$ cat src/rtl/btb_update_ctrl.sv
// rtl/btb_update_ctrl.sv - BTB write-side controller: update FIFO, port arbitration, invalidate sweep
// Optional tail coalescing of same-index updates is enabled by BTB_UPD_COALESCE_EN.
module btb_update_ctrl #(
  parameter int ENTRIES    = 32,
  parameter int IDX_W      = 5,
  parameter int TAG_W      = 26,
  parameter int DEPTH      = 4,
  parameter int STARVE_MAX = 8
) (
  input  logic              clk,
  input  logic              rst_n,
  input  logic              memory_stall,
  input  logic              flush_all,
  input  logic              upd_valid,
  output logic              upd_ready,
  input  logic [31:0]       upd_pc,
  input  logic [31:0]       upd_target,
  input  logic              upd_taken,
  input  logic              lookup_req,
  output logic              lookup_gnt,
  output logic              fetch_hold,
  output logic              btb_we,
  output logic              btb_wclr,
  output logic [IDX_W-1:0]  btb_widx,
  output logic [TAG_W-1:0]  btb_wtag,
  output logic [31:0]       btb_wtarget,
  output logic              btb_wtaken,
  output logic              busy
);

  localparam int PTR_W = $clog2(DEPTH);
  localparam int CNT_W = PTR_W + 1;
  localparam int STV_W = $clog2(STARVE_MAX + 1);

  typedef enum logic [1:0] {ST_RST, ST_SWEEP, ST_RUN} state_t;

  state_t           state_q, state_d;
  logic [IDX_W-1:0] sc_q, sc_d;
  logic [PTR_W-1:0] rd_ptr_q, wr_ptr_q;
  logic [CNT_W-1:0] count_q;
  logic [STV_W-1:0] starve_q;

  logic [IDX_W-1:0] mem_idx [DEPTH];
  logic [TAG_W-1:0] mem_tag [DEPTH];
  logic [31:0]      mem_tgt [DEPTH];
  logic             mem_tkn [DEPTH];

  logic             run, empty, full, starved, wr, ready_c, push, enq, coal, mem_we;
  logic [IDX_W-1:0] upd_idx;
  logic [TAG_W-1:0] upd_tag;
  logic [PTR_W-1:0] wr_addr;
  logic             unused_pc0;

  assign upd_idx    = upd_pc[IDX_W:1];
  assign upd_tag    = upd_pc[31:IDX_W+1];
  assign unused_pc0 = upd_pc[0];

  assign run     = (state_q == ST_RUN);
  assign empty   = (count_q == '0);
  assign full    = (count_q == CNT_W'(DEPTH));
  assign starved = (starve_q == STV_W'(STARVE_MAX));

  // Writes yield to fetch unless the queue is full or has waited too long.
  assign wr      = run & !empty & !memory_stall & !flush_all &
                   (!lookup_req | full | starved);
  assign ready_c = run & !flush_all & (!full | wr);
  assign push    = upd_valid & ready_c;

`ifdef BTB_UPD_COALESCE_EN
  logic [PTR_W-1:0] tail_ptr;
  assign tail_ptr = wr_ptr_q - PTR_W'(1);
  // A tail that is also the popping head cannot be rewritten; enqueue instead.
  assign coal     = push & !empty & (mem_idx[tail_ptr] == upd_idx) &
                    !(wr & (count_q == CNT_W'(1)));
  assign wr_addr  = coal ? tail_ptr : wr_ptr_q;
`else
  assign coal     = 1'b0;
  assign wr_addr  = wr_ptr_q;
`endif

  assign enq       = push & !coal;
  assign mem_we    = enq | coal;
  assign upd_ready = ready_c;

  always_comb begin
    state_d     = state_q;
    sc_d        = sc_q;
    busy        = 1'b0;
    fetch_hold  = 1'b0;
    lookup_gnt  = 1'b0;
    btb_we      = 1'b0;
    btb_wclr    = 1'b0;
    btb_widx    = '0;
    btb_wtag    = '0;
    btb_wtarget = '0;
    btb_wtaken  = 1'b0;
    case (state_q)
      ST_RST: begin
        busy       = 1'b1;
        fetch_hold = 1'b1;
        state_d    = ST_SWEEP;
        sc_d       = '0;
      end
      ST_SWEEP: begin
        busy       = 1'b1;
        fetch_hold = 1'b1;
        btb_we     = 1'b1;
        btb_wclr   = 1'b1;
        btb_widx   = sc_q;
        if (flush_all) begin
          sc_d = '0;
        end else if (sc_q == IDX_W'(ENTRIES - 1)) begin
          state_d = ST_RUN;
          sc_d    = '0;
        end else begin
          sc_d = sc_q + IDX_W'(1);
        end
      end
      ST_RUN: begin
        btb_we      = wr;
        btb_widx    = mem_idx[rd_ptr_q];
        btb_wtag    = mem_tag[rd_ptr_q];
        btb_wtarget = mem_tgt[rd_ptr_q];
        btb_wtaken  = mem_tkn[rd_ptr_q];
        lookup_gnt  = !wr;
        fetch_hold  = wr & lookup_req;
        if (flush_all) begin
          state_d = ST_SWEEP;
          sc_d    = '0;
        end
      end
      default: begin
        state_d = ST_RST;
        sc_d    = '0;
      end
    endcase
  end

  always_ff @(posedge clk or negedge rst_n) begin
    if (!rst_n) begin
      state_q  <= ST_RST;
      sc_q     <= '0;
      rd_ptr_q <= '0;
      wr_ptr_q <= '0;
      count_q  <= '0;
      starve_q <= '0;
    end else begin
      state_q <= state_d;
      sc_q    <= sc_d;
      if (flush_all) begin
        rd_ptr_q <= '0;
        wr_ptr_q <= '0;
        count_q  <= '0;
        starve_q <= '0;
      end else begin
        if (enq) wr_ptr_q <= wr_ptr_q + PTR_W'(1);
        if (wr)  rd_ptr_q <= rd_ptr_q + PTR_W'(1);
        count_q <= count_q + CNT_W'(enq) - CNT_W'(wr);
        if (wr || empty)
          starve_q <= '0;
        else if (!memory_stall && !starved)
          starve_q <= starve_q + STV_W'(1);
      end
    end
  end

  // Payload storage needs no reset; pointers and count define validity.
  always_ff @(posedge clk) begin
    if (mem_we) begin
      mem_idx[wr_addr] <= upd_idx;
      mem_tag[wr_addr] <= upd_tag;
      mem_tgt[wr_addr] <= upd_target;
      mem_tkn[wr_addr] <= upd_taken;
    end
  end

endmodule

$ cat config.mk
export PLATFORM = sky130hd
export DESIGN_NAME = btb_update_ctrl
export DESIGN_NICKNAME = d
export VERILOG_FILES = /design/src/rtl/btb_update_ctrl.sv
export SDC_FILE = /design/constraint.sdc
export NUM_CORES = 1
export LEC_CHECK = 0
export BUFFER_PORTS_ARGS = -buffer_cell sky130_fd_sc_hd__buf_2
export CELL_PAD_IN_SITES_DETAIL_PLACEMENT = 0
export CELL_PAD_IN_SITES_GLOBAL_PLACEMENT = 1
export CORE_ASPECT_RATIO = 1.1
export CORE_MARGIN = 4
export CORE_UTILIZATION = 54
export CTS_BUF_LIST = sky130_fd_sc_hd__clkbuf_16
export DETAILED_ROUTE_END_ITERATION = 8
export GPL_ROUTABILITY_DRIVEN = 0
export PLACE_DENSITY_LB_ADDON = 0.25
export SLEW_MARGIN = 20
export SYNTH_ARGS = -nofsm -noshare
export SYNTH_HDL_FRONTEND = slang
export SYNTH_SLANG_ARGS = --single-unit
$ cat constraint.sdc
create_clock -name clk -period 6.6 [get_ports clk]
set_input_delay 1.32 -clock clk [delete_from_list [all_inputs] [get_ports clk]]
set_output_delay 1.32 -clock clk [all_outputs]
set_load 0.01 [all_outputs]
-- After elaboration in Yosys (flattened, before gate mapping)
Memories as Yosys holds them, arrays and structs flattened.
Cells that the tools add are included.
- register bits after elaboration: 18
- bits in latches: 0
- RAM bits: 256
- ROM bits: 0
- input port bits: 71
- output and inout port bits: 70
- word-level logic and storage cells: 78
- memories: 4
- memories (memory ; depth ; width ; read ports ; clocked after Yosys merged registers in ; wr ports ; RTL line ; text):
    mem_tgt ; 4 ; 32 ; 1 ; 0 ; 1 ; 45 ; logic [31:0] mem_tgt [DEPTH];
    mem_tag ; 4 ; 26 ; 1 ; 0 ; 1 ; 44 ; logic [TAG_W-1:0] mem_tag [DEPTH];
    mem_idx ; 4 ; 5 ; 1 ; 0 ; 1 ; 43 ; logic [IDX_W-1:0] mem_idx [DEPTH];
    mem_tkn ; 4 ; 1 ; 1 ; 0 ; 1 ; 46 ; logic mem_tkn [DEPTH];
- $add $sub $neg: 6
- multiply operators: 0
- divide/modulo/power cells: 0
- $lt $le $gt $ge: 0
- equality and inequality tests: 8
- shift operators: 0
- muxes and demuxes: 27
- bitwise logic cells: 11
- reductions and logical operators: 16
- operators with widths (operator ; count):
    32-bit two-way mux ; 1
    26-bit two-way mux ; 1
    5-bit one-hot mux with 2 select lines ; 2
    5-bit two-way mux ; 3
    2-bit two-way mux ; 7
    4-bit two-way mux ; 3
    1-bit bitwise AND ; 8
    1-bit logical NOT ; 7
    1-bit two-way mux ; 6
    2-bit inequality test (second input constant) ; 3
    2-bit one-hot mux with 3 select lines ; 1
    5-bit by 1-bit adder with 5-bit output (second input constant) ; 1
    5-bit == test (second input constant) ; 1
    2-bit by 1-bit adder with 2-bit output (second input constant) ; 2
    4-bit by 1-bit adder with 4-bit output (second input constant) ; 1
    4-bit == test (second input constant) ; 1
    1-bit one-hot mux with 2 select lines ; 2
    2-bit nonzero test ; 2
    3-bit by 1-bit adder with 3-bit output ; 1
    3-bit == test (second input constant) ; 1
    3-bit logical NOT ; 1
    3-bit two-way mux ; 1
    1-bit OR ; 3
    3-bit AND reduction ; 1
    other kinds (8) ; 8

-- Longest topological paths before layout
Gate-level depths: netlist of the first run.
- depth in word-level cells: 12
- depth in mapped cells: 13
- depth with buffers taken out: 12

-- Worst setup path before layout of the first run
Ideal clock, no wire load.
- path kind: input to register
- from: in flush_all
- to: mem mem_idx[0][0], enable pin
- library setup time: 0.429 ns
- arrival time: 3.486 ns
- data required time: 6.171 ns
- slack: 2.685 ns
- stages: 4
- buffers on the path: 1
- path through: nor2b_1 and3_1 clkbuf_1 and2_1
- longest elaborated chain between the ends: 8
- elaborated cells between the ends (all ways): 9
- classes of those cells: mux (2); bitwise (6); reduce/logical (1)
- RTL lines (item ; RTL line ; text):
    start, declared ; 13 ; input logic flush_all,
    1-bit logical NOT * ; 64, 66 ;
    1-bit bitwise AND (2 in series) ; 64 ; assign wr = run & !empty & !memory_stall & !flush_all &
    1-bit OR ; 66 ; assign ready_c = run & !flush_all & (!full | wr);
    1-bit bitwise AND * ; 66 ;
    1-bit bitwise AND * ; 67 ; assign push = upd_valid & ready_c;
    1-bit two-way mux * ; 169 ; if (mem_we) begin
    1-bit two-way mux (implied by the code) * ; 170 ; mem_idx[wr_addr] <= upd_idx;
    end, declared ; 43 ;
Every way passes the cells marked *; elsewhere a longest branch is shown, timed or not.

-- Final worst setup path of the first run
- from: reg rd_ptr_q[0]
- to: out btb_wtag[25]
- longest elaborated chain between the ends: 2
- RTL lines (item ; RTL line ; text):
    start, declared ; 39 ; logic [PTR_W-1:0] rd_ptr_q, wr_ptr_q;
    start signal, assigned ; 157 ; if (wr) rd_ptr_q <= rd_ptr_q + PTR_W'(1);
    memory read 4 x 26 bit ; - ;
    26-bit two-way mux ; 97 ; case (state_q)
    end, declared ; 25 ; output logic [TAG_W-1:0] btb_wtag,
Every way passes these cells.

==> results.md, run 1 <==
- Clock share of power: 0.425
- Area of the multi-input gates: 2560 um^2
- Initial core utilization: 0.550
- TritonCTS Buffers: 28
- Resized Gates After CTS: 0
- Post-Layout Cell Count: roughly 950
- Worst-path clk slew: around 0.06 ns
- Layout Nets: 763
- MaxCap Viol Count: 0
- Synth warnings: 0
- Setup Skew: 0.0114 ns
- Pwr per Cell Area: 280 nW/um^2
- Gr ovfl total: 0
- Final core utilization: 0.638
- Synth top area share: 0.704
- CTS tree: yes
- CP endpoint kind: primary output
- Pre-Repair DR Iteration Count: 4
- Post-CTS Setup Bufs: 0
- Hold_sp: wr_addr[0]
- Worst hold stages: 1
- Top_reg_cell synth: edfxtp_1
- Sw Ratio: 0.194
- Worst Path Required: approximately 5.3 ns
- Fillers: 1420
- Post-synth EDFFs: between 200 and 300
- Min-Delay Path Class: flop to flop
- Full die area: 22600 um^2
- First-pass GRT wire length: 31200 um
- FP Rows: 54
- Initial antenna violation count: 4
- Layout cells sized above 1: 0.363
- Dpl cell area: 11800 um^2
- Yosys top cell by area: edfxtp_1
- Top area cells in the synthesized netlist: edfxtp_1 70%, mux4_2 13%, dfrtp_1 4.1%
- GR Util All Layers: 0.180
- Cells after synthesis: 533
- Core box area: 19900 um^2
- Reg2Reg Setup Slack: 3.80 ns
- Ys async rst share: 0.0657
- IO Port Bufs: around 140
- Pre-CTS WS: 2.65 ns
- DP HPWL: 11100 um
- Register area: 8150 um^2
- Int Pwr: about 2.9 mW
- Worst setup path start: rd_ptr_q[0]
- Final WL: 19900 um
- Syn avg cell area: between 20 and 25 um^2
- Fin. Hold Viols: 0
- Via-per-instance ratio: 5.62
- Sw Pwr: 689 uW
- Post-route worst setup slack: approximately 2.2 ns
- # hold bufs at CTS: 0
- Worst reg2reg startpoint: state_q[0]
- Flop pwr share: 0.539
- Final Instance Area: roughly 13000 um^2
- RSZ-0062 raised after global routing: no
- Top-count cell post-synth: edfxtp_1
- Final setup fails: 0
- Combinational power share: 0.036
- Final Cycle Share: 0.662
- Outcome: finished clean
- Worst hold path endpoint: wr_addr[0]
- DP Cell Count: 899
- Ant. Diodes: 0
- DRC Markers: 0
- H-tree levels: 1
- 1st-iter DRT viols: 288
- Vias in the first global route: 5728
- R2R depth: 11
- P&R area growth vs syn: 16.0%
- Top cells by count, synth: 256 x edfxtp_1, 65 x and2_1, 64 x mux4_2
- Die Span Y: approximately 160 um
- TritonCTS Sinks: 274
- CP max FO: 46
- Pins Over Slew Limit: 0
- Top-Level Pins: 141
- Synthesized net count: just over 600
- Post-layout min period: 4.37 ns
- Die Wd: 144 um
- CP Class: flop to primary output
- Fin Setup TNS: 0 ns
- Slew @ Worst Pin: 1.02 ns
- R2R Path End: count_q[2]
- Detailed-route via count: roughly 5300
- Mapped Area: 10900 um^2
- Yosys cell types: 40
- Fmax: 229 MHz
- Max VDD drop: 0.211 mV
- Worst-Skew Late Latency: around 0.53 ns
- Startpoint types: flop
- Antenna Violating Nets Remaining: 0
- Post-DR wirelength/cell: ~21 um
- Crit path DAT: 3.05 ns
- Register area share after synthesis: 0.745
- Largest net degree at the start of global routing: 75
- #FFs+latches synth: 274
- Slew headroom: 0.320
- Clk root buf: clkbuf_16
- P_leak: 4.50 nW
- Longest Clk Path Bufs: 3
## layout by cell type (no fill, tap or decap), types with 6 or more instances in the layout
cell type	instances
buf_2	139
o21ai_0	7
dfrtp_1	16
mux4_2	64
nor2b_1	7
edfxtp_1	256
nand2_1	10
a21oi_1	7
ha_1	13
clkinv_2	6
and2_1	61
inv_1	18
clkbuf_16	29
## worst max-delay path, cell delays in order (launching register included)
cell	delay (ns)
dfrtp_4	1.04
buf_4	0.54
mux4_2	0.56
and2_1	0.19
buf_2	0.14
## power by group through the flow
| stage | clock network, mW | logic (mW) | registers, mW |
|---|---|---|---|
| floorplan | 0 | 0.0614 | 1.95 |
| global placement | 0 | 0.119 | 1.95 |
| detailed placement | 0 | 0.127 | 1.95 |
| CTS | 1.54 | 0.128 | 1.91 |
| global route | 1.62 | 0.140 | 1.91 |
| finish | 1.51 | 0.127 | 1.91 |
## sequential cells by signal (all words and copies together), names as in the netlist
name,cells
mem_tkn,4
mem_tgt,128
starve_q,4
mem_idx,20
wr_addr,2
sc_q,5
state_q,2
count_q,3
mem_tag,104
rd_ptr_q,2
## layout make-up
class | instances | area share
multi-input combinational | 220 | 0.202
clock buffer | 29 | 0.0573
clock inverter | 21 | 0.0133
tap | 252 | 0.0249
sequential | 274 | 0.643
timing repair buffer | 141 | 0.0561
inverter | 12 | 0.00355
## worst max-delay path by stage
stage               endpoint  slack (ns)  cells past startpoint
2_1_floorplan  mem_idx[0][0]        2.69                      4
3_3_place_gp      fetch_hold        2.64                      5
3_5_place_dp      fetch_hold        2.65                      5
4_1_cts         btb_wtag[25]        2.11                      4
5_1_grt         btb_wtag[25]        1.96                      4
6_report        btb_wtag[25]        2.23                      4
## routing by layer
metal	GRT usage	part of all wire	vias up
li1	-	-	2416
met1	0.230	0.39	2728
met2	0.317	0.53	150
met3	0.0398	0.062	33
met4	0.0444	0.016	8
met5	0	0.0021	-
## per-stage QoR
step                hold WS, ns  total power, mW
global placement          0.521             2.07
global route              0.582             3.67
floorplan                 0.503             2.01
CTS                       0.559             3.58
detailed placement        0.549             2.08
finish                    0.558             3.55
## cells by family after synthesis
logic type | synth area share
xor+xnor | 0.00241
simple gates | 0.0593
mux | 0.137
buf+inv | 0.0215
compound gates | 0.0171
fa+ha+maj | 0.0179
flops | 0.745
(Power assumes the default switching activity.)
==> run 2, diff against run 1 <==
CORE_UTILIZATION = 45   (was 54)
clock period = 3.9 ns   (was 6.6 ns; I/O delays follow)
==> results.md, run 2 (synthesized netlist as in run 1, its figures left out) <==
- Largest net degree at the start of global routing: 53
- Dpl cell area: between 10000 and 15000 um^2
- Min-Delay Path Class: input port to async pin
- DP HPWL: 12900 um
- Die Wd: ~160 um
- Pwr per Cell Area: 468 nW/um^2
- GR peak layer: met2
- Worst-Skew Late Latency: 0.53 ns
- Final WL: between 20000 and 25000 um
- Longest Clk Path Bufs: 3
- WP buf/inv: 2
- Worst reg2reg startpoint: state_q[0]
- CP endpoint kind: primary output
- Fmax: between 200 and 300 MHz
- # hold bufs at CTS: 0
- Post-layout min period: approximately 3.6 ns
- Worst path max stage delay: 0.48 ns
- Setup Skew: 0.00753 ns
- 1st-iter DRT viols: 243
- Worst Path Required: 3.12 ns
- R2R Path End: count_q[2]
- Fin Setup TNS: 0 ns
- Pins Over Slew Limit: 0
- Largest reg by FF count: mem_tgt
- Via-per-instance ratio: 5.36
- Startpoint types: flop
- TritonCTS Sinks: 274
- Most common library cell in the layout ignoring fill and taps: edfxtp_1
- First-pass GRT wire length: 32700 um
- Final setup fails: 0
- MaxCap Viol Count: 0
- Die Span Y: 171 um
- Register area: 8150 um^2
- Final Cycle Share: 0.915
- IO Port Bufs: 139
- Pre-Repair DR Iteration Count: 5
- Initial antenna violation count: 3
- CTS tree: yes
- Area of the multi-input gates: roughly 2600 um^2
- CP Class: flop to primary output
- Crit path DAT: 2.79 ns
- Critical path's slowest cell: ha_2
- Slew @ Worst Pin: 0.683 ns
- Slew headroom: 0.545
- Global Route met2 Usage: 0.279
- Final Instance Area: 12900 um^2
- Top-Level Pins: 141
- Cell Chain, Critical Path: inv_1 -> ha_2 -> nor2b_1 -> o2111a_1 -> a22o_1 -> buf_2
- Worst setup path start: state_q[0]
- Post-DR wirelength/cell: between 20 and 25 um
- R2R depth: 11
- Full die area: 26800 um^2
- Cell family with most CP delay: compound AO/OA/AOI/OAI gates
- Initial core utilization: 0.459
- Layout cells sized above 1: 0.378
- GR Util All Layers: 0.159
- Vias in the first global route: 5818
- Max VDD drop: 0.365 mV
- Clk root buf: clkbuf_16
- Gr ovfl total: 0
- FP Rows: 59
- Post-CTS Setup Bufs: 0
- Fin. Hold Viols: 0
- RSZ-0062 raised after global routing: no
- Pre-CTS WS: just under 0.7 ns
- Antenna Violating Nets Remaining: 0
- Worst-path clk slew: roughly 0.060 ns
- P&R area growth vs syn: 18.1%
- P_leak: approximately 4.6 nW
- Global routing usage on met1: 0.200
- Post-route worst setup slack: 0.331 ns
- Routing usage on met3: 0.0350
- Flip-flop count of the largest register after layout: 128
- Reg2Reg Setup Slack: 0.72 ns
- Most frequent cells in the layout: 256 x edfxtp_1, 139 x buf_2, 64 x mux4_2
- Core box area: 23800 um^2
- Fillers: approximately 1900
- Outcome: finished clean
- Layout Nets: 774
- TritonCTS Buffers: 29
- Biggest regs: mem_tgt (128), mem_tag (104), mem_idx (20)
- H-tree levels: 1
- Resized Gates After CTS: 0
- DRC Markers: 0
- Detailed-route via count: 5423
- CP max FO: 24
run 2: final cells by class:
type | instances | area share
sequential | 274 | 0.631
multi-input combinational | 220 | 0.198
timing repair buffer | 151 | 0.0667
clock buffer | 29 | 0.0563
tap | 305 | 0.0296
clock inverter | 20 | 0.0139
inverter | 12 | 0.00349
antenna | 1 | 0.000194
run 2: metrics by stage:
stage,power (mW),hold slack (ns),cells,util
5_1_grt,6.26,0.196,1012,0.543
4_1_cts,6.12,0.172,1011,0.543
2_1_floorplan,3.40,0.484,533,-
3_5_place_dp,3.52,0.557,962,0.505
3_3_place_gp,3.50,0.522,962,0.505
6_report,6.04,0.187,1012,0.543
run 2: power breakdown:
| group | internal (mW) | switching (mW) |
|---|---|---|
| registers | 3.22 | 0.0128 |
| logic | 0.0867 | 0.136 |
| clock network | 1.54 | 1.04 |
run 2: worst max-delay path by stage:
stage,end,slack (ns),depth (start not counted)
floorplan,mem_idx[0][0],0.53,4
global placement,count_q[2],0.80,11
detailed placement,count_q[2],0.69,11
CTS,fetch_hold,0.26,6
global route,fetch_hold,0.12,6
finish,fetch_hold,0.33,6
run 2: worst register-to-register path, cell delays in order (launching register included):
cell      delay (ns)
dfrtp_1         0.40
inv_1           0.12
ha_2            0.48
nor2b_1         0.46
o2111a_1        0.48
ha_1            0.29
inv_1           0.06
ha_1            0.13
inv_1           0.05
fa_1            0.37
xnor2_1         0.16
nor2_1          0.06
run 2: routing by layer:
layer	wire [um]	part of all wire	vias up
met5	27	0.0013	-
met2	11000	0.52	121
met1	8660	0.41	2829
met3	1120	0.053	27
li1	-	-	2442
met4	411	0.019	4
